$ cat config.mk
export PLATFORM = sky130hd
export DESIGN_NAME = ifu_fetch_flat
export DESIGN_NICKNAME = d
export VERILOG_FILES = /design/src/rtl/ifu_fetch_if.sv /design/src/rtl/ifu_fetch.sv /design/src/flat_wrapper.sv
export SDC_FILE = /design/constraint.sdc
export NUM_CORES = 1
export LEC_CHECK = 0
export BUFFER_PORTS_ARGS = -buffer_cell sky130_fd_sc_hd__buf_2
export CORE_AREA = 2 2 79 81
export DETAILED_ROUTE_END_ITERATION = 6
export DIE_AREA = 0 0 81 83
export GPL_TIMING_DRIVEN = 0
export PLACE_DENSITY = 0.66
export RECOVER_POWER = 50
export SYNTH_ARGS = -nofsm -noshare
export SYNTH_HDL_FRONTEND = slang
export SYNTH_SLANG_ARGS = --single-unit
$ cat constraint.sdc
create_clock -name clk -period 1.55 [get_ports clk]
set_input_delay 0.2325 -clock clk [delete_from_list [all_inputs] [get_ports clk]]
set_output_delay 0.2325 -clock clk [all_outputs]
set_load 0.02 [all_outputs]
$ cat src/rtl/ifu_fetch_if.sv
// Fetch-unit bus: instruction memory read port, instruction hand-off to the
// execution unit, and the redirect/halt controls coming back from it.
interface ifu_fetch_if #(
    parameter int ADDR_W  = 8,
    parameter int INSTR_W = 16
);
    logic               instr_mem_rd_enb_o;
    logic [ADDR_W-1:0]  instr_mem_addr_o;
    logic [INSTR_W-1:0] instr_mem_rd_data_i;
    logic               instr_mem_rd_vld_i;

    logic [INSTR_W-1:0] instr_o;
    logic [ADDR_W-1:0]  instr_pc_o;
    logic               instr_vld_o;
    logic               instr_rdy_i;

    logic               jmp_i;
    logic               brch_i;
    logic [ADDR_W-1:0]  tgt_addr_i;
    logic               cmp_flag_i;
    logic               halt_i;
    logic               halted_o;

    modport master (
        output instr_mem_rd_enb_o,
        output instr_mem_addr_o,
        input  instr_mem_rd_data_i,
        input  instr_mem_rd_vld_i,
        output instr_o,
        output instr_pc_o,
        output instr_vld_o,
        input  instr_rdy_i,
        input  jmp_i,
        input  brch_i,
        input  tgt_addr_i,
        input  cmp_flag_i,
        input  halt_i,
        output halted_o
    );

    modport slave (
        input  instr_mem_rd_enb_o,
        input  instr_mem_addr_o,
        output instr_mem_rd_data_i,
        output instr_mem_rd_vld_i,
        input  instr_o,
        input  instr_pc_o,
        input  instr_vld_o,
        output instr_rdy_i,
        output jmp_i,
        output brch_i,
        output tgt_addr_i,
        output cmp_flag_i,
        output halt_i,
        input  halted_o
    );
endinterface

$ cat src/rtl/ifu_fetch.sv
// Instruction fetch unit: owns the PC, issues one memory read at a time and
// hands each instruction to the execution unit; jumps/taken branches redirect.
module ifu_fetch #(
    parameter int                ADDR_W   = 8,
    parameter int                INSTR_W  = 16,
    parameter logic [ADDR_W-1:0] RESET_PC = '0
) (
    input logic         clk,
    input logic         rst,
    ifu_fetch_if.master bus
);

    typedef enum logic [1:0] {
        ST_REQ  = 2'd0,
        ST_WAIT = 2'd1,
        ST_HOLD = 2'd2,
        ST_HALT = 2'd3
    } state_t;

    localparam logic [ADDR_W-1:0] PC_STEP = ADDR_W'(1);

    state_t             state;
    logic [ADDR_W-1:0]  pc;
    logic               drop;
    logic [INSTR_W-1:0] instr_q;
    logic [ADDR_W-1:0]  instr_pc_q;
    logic               instr_vld_q;
    logic               halted_q;

    logic               taken;
    logic               xfer;
    logic               rd_enb;

    assign taken = bus.jmp_i | (bus.brch_i & bus.cmp_flag_i);
    assign xfer  = instr_vld_q & bus.instr_rdy_i;

    // NOTE: the strobe is decoded from the REQ state so it lands in the REQ
    // cycle itself; gating with rst keeps it low while reset is asserted.
    assign rd_enb = rst & (state == ST_REQ) & ~bus.halt_i;

    assign bus.instr_mem_rd_enb_o = rd_enb;
    assign bus.instr_mem_addr_o   = rd_enb ? pc : '0;
    assign bus.instr_o            = instr_q;
    assign bus.instr_pc_o         = instr_pc_q;
    assign bus.instr_vld_o        = instr_vld_q;
    assign bus.halted_o           = halted_q;

    // NOTE: every register here is updated with <= so all of them see the
    // pre-edge values of each other, regardless of statement order.
    always_ff @(posedge clk or negedge rst) begin
        if (!rst) begin
            state       <= ST_REQ;
            pc          <= RESET_PC;
            drop        <= 1'b0;
            instr_q     <= '0;
            instr_pc_q  <= '0;
            instr_vld_q <= 1'b0;
            halted_q    <= 1'b0;
        end else begin
            // A redirect wins over the sequential increment below, which is
            // only reached when taken is low.
            if (taken) begin
                pc <= bus.tgt_addr_i;
            end

            unique case (state)
                ST_REQ: begin
                    if (bus.halt_i) begin
                        state    <= ST_HALT;
                        halted_q <= 1'b1;
                    end else begin
                        state <= ST_WAIT;
                        drop  <= taken;
                    end
                end

                ST_WAIT: begin
                    if (bus.instr_mem_rd_vld_i) begin
                        if (drop || taken) begin
                            drop  <= 1'b0;
                            state <= ST_REQ;
                        end else begin
                            instr_q     <= bus.instr_mem_rd_data_i;
                            instr_pc_q  <= pc;
                            pc          <= pc + PC_STEP;
                            instr_vld_q <= 1'b1;
                            state       <= ST_HOLD;
                        end
                    end else if (taken) begin
                        drop <= 1'b1;
                    end
                end

                ST_HOLD: begin
                    // Either a transfer or a flush ends the hold.
                    if (xfer || taken) begin
                        instr_vld_q <= 1'b0;
                        if (bus.halt_i) begin
                            state    <= ST_HALT;
                            halted_q <= 1'b1;
                        end else begin
                            state <= ST_REQ;
                        end
                    end
                end

                ST_HALT: begin
                    if (!bus.halt_i) begin
                        state    <= ST_REQ;
                        halted_q <= 1'b0;
                    end
                end

                default: begin
                    state <= ST_REQ;
                end
            endcase
        end
    end

endmodule
$ cat src/flat_wrapper.sv
// flat-port wrapper written by rule: the top's interface ports become plain ports
module ifu_fetch_flat 
#(
    parameter int                ADDR_W   = 8,
    parameter int                INSTR_W  = 16,
    parameter logic [ADDR_W-1:0] RESET_PC = '0
)
  (clk, rst, bus_instr_mem_rd_enb_o, bus_instr_mem_addr_o, bus_instr_mem_rd_data_i, bus_instr_mem_rd_vld_i, bus_instr_o, bus_instr_pc_o, bus_instr_vld_o, bus_instr_rdy_i, bus_jmp_i, bus_brch_i, bus_tgt_addr_i, bus_cmp_flag_i, bus_halt_i, bus_halted_o);
  ifu_fetch_if #(.ADDR_W(ADDR_W), .INSTR_W(INSTR_W)) bus_i ();
  input logic clk;
  input logic rst;
  output wire logic [$bits(bus_i.instr_mem_rd_enb_o)-1:0] bus_instr_mem_rd_enb_o;
  output wire logic [$bits(bus_i.instr_mem_addr_o)-1:0] bus_instr_mem_addr_o;
  input wire logic [$bits(bus_i.instr_mem_rd_data_i)-1:0] bus_instr_mem_rd_data_i;
  input wire logic [$bits(bus_i.instr_mem_rd_vld_i)-1:0] bus_instr_mem_rd_vld_i;
  output wire logic [$bits(bus_i.instr_o)-1:0] bus_instr_o;
  output wire logic [$bits(bus_i.instr_pc_o)-1:0] bus_instr_pc_o;
  output wire logic [$bits(bus_i.instr_vld_o)-1:0] bus_instr_vld_o;
  input wire logic [$bits(bus_i.instr_rdy_i)-1:0] bus_instr_rdy_i;
  input wire logic [$bits(bus_i.jmp_i)-1:0] bus_jmp_i;
  input wire logic [$bits(bus_i.brch_i)-1:0] bus_brch_i;
  input wire logic [$bits(bus_i.tgt_addr_i)-1:0] bus_tgt_addr_i;
  input wire logic [$bits(bus_i.cmp_flag_i)-1:0] bus_cmp_flag_i;
  input wire logic [$bits(bus_i.halt_i)-1:0] bus_halt_i;
  output wire logic [$bits(bus_i.halted_o)-1:0] bus_halted_o;
  assign bus_instr_mem_rd_enb_o = bus_i.instr_mem_rd_enb_o;
  assign bus_instr_mem_addr_o = bus_i.instr_mem_addr_o;
  assign bus_i.instr_mem_rd_data_i = bus_instr_mem_rd_data_i;
  assign bus_i.instr_mem_rd_vld_i = bus_instr_mem_rd_vld_i;
  assign bus_instr_o = bus_i.instr_o;
  assign bus_instr_pc_o = bus_i.instr_pc_o;
  assign bus_instr_vld_o = bus_i.instr_vld_o;
  assign bus_i.instr_rdy_i = bus_instr_rdy_i;
  assign bus_i.jmp_i = bus_jmp_i;
  assign bus_i.brch_i = bus_brch_i;
  assign bus_i.tgt_addr_i = bus_tgt_addr_i;
  assign bus_i.cmp_flag_i = bus_cmp_flag_i;
  assign bus_i.halt_i = bus_halt_i;
  assign bus_halted_o = bus_i.halted_o;
  ifu_fetch #(.ADDR_W(ADDR_W), .INSTR_W(INSTR_W), .RESET_PC(RESET_PC)) u_core (.clk(clk), .rst(rst), .bus(bus_i));
endmodule
# After elaboration in Yosys (flattened, before gate mapping)
# Index checks and enable logic that the tools add are counted.
[totals] out_inout_bits=35 mem_bits_ro=0 latch_bits=0 ramBits=0 memories=0 word_cells=61 in_bits=32 register_bits=37
[op_classes] order_cmp=0 reduce_logical=11 eq_ne=10 n_shift=0 n_div=0 mul=0 n_mux=25 add_sub_neg=1 n_bitwise=7
[ops] op="$mux 8" count=5
[ops] op="$mux 2" count=6
[ops] op="$mux 1" count=10
[ops] op="$reduce_and 3->1" count=3
[ops] op="$add 8x1->8 const B" count=1
[ops] op="$ne 2x2->1 const B" count=4
[ops] op="$pmux 2 s4" count=1
[ops] op="$reduce_and 4->1" count=2
[ops] op="$ne 3x2->1 const B" count=2
[ops] op="$and 1x1->1" count=4
[ops] op="$eq 2x2->1 const B" count=2
[ops] op="$pmux 1 s2" count=2
[ops] op="$reduce_bool 2->1" count=2
[ops] op="$pmux 1 s3" count=1
[ops] op="$reduce_bool 3->1" count=1
[ops] op="$eq 2x1->1 const B" count=1
[ops] op="$logic_not 2->1" count=1
[ops] op="$logic_or 1x1->1" count=2
[ops] op="$ne 2x1->1 const B" count=1
[ops] op="$not 1->1" count=2
[ops] op="$or 1x1->1" count=1

# Logic depth before layout (Yosys ltp)
# Gate-level depths: netlist of run 1.
[depth] ltp_word=6 mapped_depth=6 ltp_nobuf=5

# Worst setup path before layout of run 1
# Ideal clock, no wire load.
[synth_timing] path_type="register to output" startpoint="register u_core.state[1]" endpoint="output bus_instr_mem_addr_o[0]" t_required_ps=1317 t_arrival_ps=1524 slack_ps=-207 stages_incl_launch_ff=4 n_path_buf=1 cell_sequence="dfrtp_1 buf_2 nor4b_2 and2_1"
[synth_between] elab_chain_len=4
[synth_lines] element="from (decl)" line="ifu_fetch.sv:22" text="state_t state;"
[synth_lines] element="from (signal assigned)" line="ifu_fetch.sv:52" text="state <= ST_REQ;"
[synth_lines] element="from (signal assigned)" line="ifu_fetch.sv:69" text="state <= ST_HALT;"
[synth_lines] element="from (signal assigned)" line="ifu_fetch.sv:72" text="state <= ST_WAIT;"
[synth_lines] element="$logic_not 2->1" line="ifu_fetch.sv:39" text="assign rd_enb = rst & (state == ST_REQ) & ~bus.halt_i;"
[synth_lines] element="$and 1x1->1 (2 in series)" line="ifu_fetch.sv:39"
[synth_lines] element="named net bus_instr_mem_rd_enb_o" line="flat_wrapper.sv:12" text="output wire logic [$bits(bus_i.instr_mem_rd_enb_o)-1:0] bus_instr_mem_rd_enb_o;"
[synth_lines] element="$mux 8" line="ifu_fetch.sv:42" text="assign bus.instr_mem_addr_o = rd_enb ? pc : '0;"
[synth_lines] element="to (decl)" line="flat_wrapper.sv:13" text="output wire logic [$bits(bus_i.instr_mem_addr_o)-1:0] bus_instr_mem_addr_o;"
# The timed path passes the listed nets, and every way through them passes these cells.

# Worst setup path after layout of run 1
[layout_timing] startpoint="register u_core.state[0]" endpoint="output bus_instr_mem_addr_o[1]"
[layout_between] elab_chain_len=4
[layout_lines] element="$logic_not 2->1" line="ifu_fetch.sv:39"
[layout_lines] element="$and 1x1->1 (2 in series)" line="ifu_fetch.sv:39"
[layout_lines] element="$mux 8" line="ifu_fetch.sv:42"
# Every way passes these cells.

==> results of run 1 <==
## worst register-to-register path, delay by kind of cell (launching register included)
kind | cells | cell delay, ns
buf+inv | 3 | 0.43
flops | 1 | 0.44
mux | 1 | 0.30
simple gates | 2 | 0.31
## kinds of logic after synthesis
kind of cell / after synthesis / synth area share (%)
xor gates and xnor gates: 7 / 3.56
muxes: 25 / 20.2
adders and majority gates: 1 / 0.726
buffers and inverters: 7 / 2.76
AOI/OAI and AO/OA: 18 / 5.73
DFF: 37 / 53.7
and+or+nand+nor: 41 / 13.4
## metal layers
metal	vias up	track usage, %	routed length (um)
li1	638	-	-
met1	653	15.4	1590
met2	53	21.3	2090
met3	5	3.04	271
met4	0	5.55	53
met5	-	0	0
## layout make-up
type	instances	area share (%)
Multi-Input combinational cell	92	32.2
Timing Repair Buffer	78	21.1
Buffer	5	2.41
Sequential cell	37	36.4
Tap cell	75	3.68
Inverter	1	0.147
Clock inverter	1	0.196
Clock buffer	7	3.78
## cells in the final DEF (no fill, tap or decap), drive strengths merged
| master | synthesis | final |
|---|---|---|
| clkbuf | 0 | 8 |
| nor3 | 1 | 1 |
| buf | 6 | 82 |
| nand2b | 1 | 1 |
| xor2 | 6 | 6 |
| nand3 | 2 | 2 |
| nor4b | 1 | 1 |
| nand4 | 2 | 2 |
| dfrtp | 37 | 37 |
| a21oi | 14 | 14 |
| clkinv | 0 | 1 |
| and2 | 9 | 9 |
| a221oi | 1 | 1 |
| and3 | 2 | 2 |
| mux2i | 1 | 1 |
| nand2 | 7 | 7 |
| mux2 | 24 | 24 |
| o31ai | 1 | 1 |
| nor2 | 12 | 12 |
| o21ai | 1 | 1 |
| and4 | 1 | 1 |
| inv | 1 | 1 |
| ha | 1 | 1 |
| xnor2 | 1 | 1 |
| and4bb | 1 | 1 |
| o211ai | 1 | 1 |
| nor2b | 2 | 2 |
## registers in the layout, summed over array words and instances (netlist names)
name,cells
u_core.bus.halted_o,1
u_core.drop,1
u_core.bus.instr_vld_o,1
u_core.bus.instr_o,16
u_core.state,2
u_core.pc,8
u_core.bus.instr_pc_o,8
## what timing repair did
action	in CTS	in global routing
setup buffers	6	3
hold endpoints to repair	37	37
setup endpoints to repair	27	41
gates resized for setup	25	24
cloned	2	1
pin swaps	2	4
## final timing paths
| check | startpoint | endpoint | slack (ns) | cells past startpoint |
|---|---|---|---|---|
| worst min-delay path | rst | u_core.bus.instr_vld_o | -0.17 | 1 |
| worst max register to register | u_core.state[0] | u_core.bus.instr_o[0] | -0.05 | 6 |
| worst min register to register | u_core.bus.instr_o[7] | u_core.bus.instr_o[7] | 0.50 | 1 |
| worst max-delay path | u_core.state[0] | bus_instr_mem_addr_o[1] | -0.19 | 4 |
| min in group clk | bus_instr_mem_rd_data_i[2] | u_core.bus.instr_o[2] | 0.18 | 2 |
| max in group asynchronous | rst | u_core.state[1] | 1.43 | 1 |
## through the flow
step / hold WS (ns) / instances / instance area (um2) / worst slack [ns]
final: -0.166 / 296 / 2550 / -0.190
after floorplan: -0.0631 / 136 / 1760 / 0.00703
after detailed placement: 0.395 / 277 / 2180 / -0.588
after global routing: -0.141 / 296 / 2550 / -0.257
after CTS: -0.0799 / 293 / 2460 / -0.210
after global placement: 0.390 / 277 / 2180 / -0.567
## power by group through the flow
stage | Combinational (W) | Clock, W | Sequential (W)
2_1_floorplan | 0.000809 | 0 | 0.00203
3_3_place_gp | 0.00175 | 0 | 0.00162
3_5_place_dp | 0.00177 | 0 | 0.00165
4_1_cts | 0.00195 | 0.000767 | 0.00163
5_1_grt | 0.00216 | 0.000809 | 0.00171
6_report | 0.00200 | 0.000730 | 0.00165
==> impl_metrics.json, run 1 <==
{
  "run_status": "finished, violations left",
  "violations": "negative hold slack, negative setup slack",
  "yosysWarnings": 0,
  "gp_congestion": 0.705,
  "slew_viol_final": 0,
  "clock.fmax_ghz": 0.575,
  "vias_per_cell": 4.56,
  "numCtsBuffers": 5,
  "row_count": 28,
  "totalNegativeSetupSlack_ns": -2.27,
  "ys_ff_latch": 37,
  "yosysMostFrequentCell": "dfrtp_1",
  "fillers": 561,
  "dieArea_um2": 6720,
  "arrival_ns": 1.51,
  "dp_hpwl_mm": 2.75,
  "finalCriticalPeriod_ns": 1.74,
  "period_share_pct": 112,
  "synthTopCellsByArea": "dfrtp_1 54%, mux2_4 16%, a21oi_1 4.1%, mux2_1 3.9%, and2_1 3.3%",
  "ant_nets": 0,
  "multi_input_area_um2": 821,
  "setup_slack_ns": -0.190,
  "cp_cell_sequence": "nor4b_4 -> buf_4 -> and2_4 -> buf_6",
  "hold_slack_ns": -0.166,
  "totalWireLength_mm": 4.00,
  "grt_pass1_wl_mm": 6.58,
  "async_reset_ff_share_pct": 100,
  "synth_edf_count": 0,
  "synth_nets": 169,
  "combPwrFrac_pct": 45.7,
  "initial_core_util_pct": 29.6,
  "cts_sinks": 37,
  "layout.nets": 253,
  "p_leak_nw": 1.30,
  "wl_per_cell_um": 13.5,
  "yosysTopAreaCellShare_pct": 53.7,
  "synthCells": 136,
  "setup-violations-final": 33,
  "cap_violations": 0,
  "cp_top_family": "simple AND/OR/NAND/NOR gates",
  "dr_total_vias": 1349,
  "avgSynthCellArea_um2": 12.7,
  "utilization_pct": 43.8,
  "antenna_found_initial": 0,
  "synthTopCellsByCount": "37 x dfrtp_1, 18 x mux2_4, 14 x a21oi_1",
  "cpPeakStageDelay_ns": 0.44,
  "netSwitchingFraction_pct": 35.7,
  "hold_path.class": "primary input to async pin",
  "die_h_um": 83,
  "htreeDepth": 2,
  "clockBufferDepth": 2,
  "power_w": 0.00438,
  "crit_path_top_delay_cell": "dfrtp_2",
  "fin_skew_ns": 0.00456,
  "grt_max_degree": 39,
  "area_delta_synth_final_pct": 47.8,
  "power.density_nw_per_um2": 1720,
  "drtIter0Drc": 42,
  "crit_buf_inv": 2,
  "cts_root_buf": "clkbuf_8",
  "route.detailed.drc": 0,
  "maxSlewHeadroom_pct": 67.4,
  "core_um2": 5820,
  "rsz0062_at_grt": "true",
  "intPower_w": 0.00282,
  "ys_seq_area_share_pct": 53.7,
  "overflow": 0,
  "firstDrtPassIters": 4,
  "worst_pin_slew_ns": 0.488,
  "track_usage_pct": 12.8,
  "die_w_um": 81,
  "worst_setup_path_start_kind": "register",
  "pwr-share-clk_pct": 16.7,
  "final_layout_size_suffix_gt1_share_pct": 58.4,
  "clock_latency_ns": 0.28,
  "cp-end-kind": "output pin",
  "pwr-share-seq_pct": 37.6,
  "io_buffers": 66,
  "critPathKind": "register to output pin",
  "synth_area_leader_cell": "dfrtp_1",
  "tritoncts": "done",
  "seq_area_um2": 928,
  "ios": 67,
  "dominantRegCellSynth": "dfrtp_1",
  "worstPathRequired_ns": 1.32,
  "ir_drop_mv": 0.631,
  "p_switching_w": 0.00156,
  "synthesis.area_um2": 1720,
  "critPathMaxFanout": 4,
  "synth_cell_types": 30,
  "finalHoldViolCount": 37,
  "antennaDiodeCount": 0,
  "clkTransAtPathRegs_ns": 0.07,
  "grt_pass1_vias": 1336
}
Power figures use the tool's default switching activity.
==> inputs of run 2 (changes only) <==
--- a/config.mk
+++ b/config.mk
@@ -7,6 +7,7 @@
 export LEC_CHECK = 0
 export BUFFER_PORTS_ARGS = -buffer_cell sky130_fd_sc_hd__buf_2
 export CORE_AREA = 2 2 79 81
+export CTS_BUF_LIST = sky130_fd_sc_hd__clkbuf_4
 export DETAILED_ROUTE_END_ITERATION = 6
 export DIE_AREA = 0 0 81 83
 export GPL_TIMING_DRIVEN = 0
==> run 2 against run 1 <==
Effect of this change: clock skew up 0.0028 ns; first-iteration DRC count rose by 55%; worst setup slack worse by 0.061 ns; the flow still finishes with violations (negative hold slack, negative setup slack); non-clock buffer count did not move; worst hold slack better by 0.011 ns; largest power group unchanged; critical endpoint unchanged.
==> impl_metrics.json, run 2 (synthesis gave the netlist of run 1 again) <==
{
  "ir_drop_mv": 0.580,
  "ant_nets": 0,
  "die_h_um": 83,
  "cts_sinks": 37,
  "worstPathRequired_ns": 1.32,
  "r2r_slack_ns": -0.12,
  "layout_common_cells": "57 x buf_2, 35 x dfrtp_1, 24 x mux2_4, 14 x a21oi_1, 14 x buf_6",
  "design_area_um2": 2500,
  "finalNonFillerCells": 296,
  "p_leak_nw": 1.28,
  "r2r-start": "u_core.state[1]",
  "critPathMaxFanout": 6,
  "wl_per_cell_um": 13.7,
  "cap_violations": 0,
  "overflow": 0,
  "r2r_cells": 6,
  "io_buffers": 66,
  "cp-end-kind": "output pin",
  "dr_total_vias": 1341,
  "route.detailed.drc": 0,
  "core_um2": 5820,
  "area_delta_synth_final_pct": 45.1,
  "die_w_um": 81,
  "clock_latency_ns": 0.33,
  "setup_slack_ns": -0.251,
  "run_status": "finished, violations left",
  "cpPeakStageDelay_ns": 0.46,
  "grt_pass1_vias": 1323,
  "gp_congestion": 0.705,
  "dieArea_um2": 6720,
  "r2r_end": "u_core.bus.instr_o[6]",
  "drtIter0Drc": 65,
  "clkTransAtPathRegs_ns": 0.11,
  "fillers": 572,
  "rsz0062_at_grt": "true",
  "hold_path.class": "primary input to async pin",
  "fin_skew_ns": 0.00732,
  "worst_pin_slew_ns": 0.498,
  "cp_cell_sequence": "nor4b_4 -> buf_4 -> and2_4 -> buf_6",
  "row_count": 28,
  "worst_setup_path_start_kind": "register",
  "grt_max_degree": 39,
  "clock.fmax_ghz": 0.555,
  "numCtsBuffers": 5,
  "vias_per_cell": 4.53,
  "ios": 67,
  "antennaDiodeCount": 0,
  "crit_path_top_delay_cell": "dfrtp_2",
  "slew_viol_final": 0,
  "largest_register_ffs": 16,
  "power.density_nw_per_um2": 1660,
  "totalWireLength_mm": 4.04,
  "antenna_found_initial": 0,
  "firstDrtPassIters": 4,
  "layout_commonest_cell": "buf_2",
  "arrival_ns": 1.57,
  "layout.nets": 253,
  "violations": "negative hold slack, negative setup slack",
  "hold_slack_ns": -0.155,
  "crit_buf_inv": 2,
  "cts_root_buf": "clkbuf_4",
  "htreeDepth": 2,
  "finalHoldViolCount": 37,
  "tritoncts": "done",
  "clockBufferDepth": 2,
  "finalCriticalPeriod_ns": 1.80,
  "placed_cells": 277,
  "setup-violations-final": 35,
  "cp_top_family": "simple AND/OR/NAND/NOR gates",
  "utilization_pct": 43.0,
  "dp_hpwl_mm": 2.75,
  "dpl-instance-area_um2": 2180,
  "maxSlewHeadroom_pct": 66.8,
  "final_layout_size_suffix_gt1_share_pct": 57.5,
  "period_share_pct": 116,
  "track_usage_pct": 12.7,
  "grt_pass1_wl_mm": 6.56,
  "critPathKind": "register to output pin",
  "initial_core_util_pct": 29.6
}
run 2: cell types whose count changed in the layout (fill, tap and decap cells not counted), sizes merged:
| cell | before | now |
|---|---|---|
| clkinv | 1 | 3 |
| buf | 82 | 83 |
| clkbuf | 8 | 5 |
run 2: metrics by stage:
step	power [W]	setup TNS, ns	worst slack (ns)
2_1_floorplan	0.00284	0	0.00703
3_3_place_gp	0.00337	-7.31	-0.567
3_5_place_dp	0.00342	-7.90	-0.588
4_1_cts	0.00411	-7.06	-0.280
5_1_grt	0.00444	-6.83	-0.356
6_report	0.00414	-4.52	-0.251
run 2: final cells by class:
| class | instances | area, um2 | share of cell area (%) |
|---|---|---|---|
| flip-flops and latches | 37 | 928 | 37.1 |
| multi-input cells | 92 | 823 | 32.9 |
| repair buffers | 78 | 542 | 21.7 |
| well taps | 75 | 93.8 | 3.75 |
| clock inverters | 3 | 12.5 | 0.500 |
| clock buffers | 5 | 37.5 | 1.50 |
| plain buffers | 5 | 60.1 | 2.40 |
| inverters | 1 | 3.75 | 0.150 |
run 2: worst reg2reg max path: cells and delay by family (launching register included):
kind | cells | cell delay (ns)
DFF | 1 | 0.46
buffers and inverters | 3 | 0.45
and+or+nand+nor | 2 | 0.35
muxes | 1 | 0.30
run 2: power by group:
group / switching (W) / internal, W
Clock: 0.000313 / 0.000164
Combinational: 0.000964 / 0.00106
Sequential: 0.000277 / 0.00137
Total: 0.00155 / 0.00259
run 2: worst max-delay path by stage:
| stage | start | end | slack [ns] | cells after the start |
|---|---|---|---|---|
| after floorplan | u_core.state[1] | u_core.bus.instr_o[14] | 0.007 | 6 |
| after global placement | rst | bus_instr_mem_addr_o[2] | -0.57 | 4 |
| after detailed placement | rst | bus_instr_mem_addr_o[3] | -0.59 | 4 |
| after CTS | u_core.state[1] | bus_instr_mem_addr_o[3] | -0.28 | 5 |
| after global routing | u_core.state[0] | bus_instr_mem_addr_o[5] | -0.36 | 4 |
| final | u_core.state[0] | bus_instr_mem_addr_o[1] | -0.25 | 4 |
run 2: metal layers:
layer  part of all wire, %  track usage [%]
met1                    41             15.5
met2                    52             20.8
met3                   6.3             4.35
met4                  0.52             3.70
met5                     0                0
run 2: timing repair:
action | CTS | global route
pin swaps | 9 | 2
resized for setup | 28 | 22
setup buffers | 6 | 3
setup endpoints to repair | 27 | 43
hold endpoints to repair | 37 | 37
cloned | 2 | 1
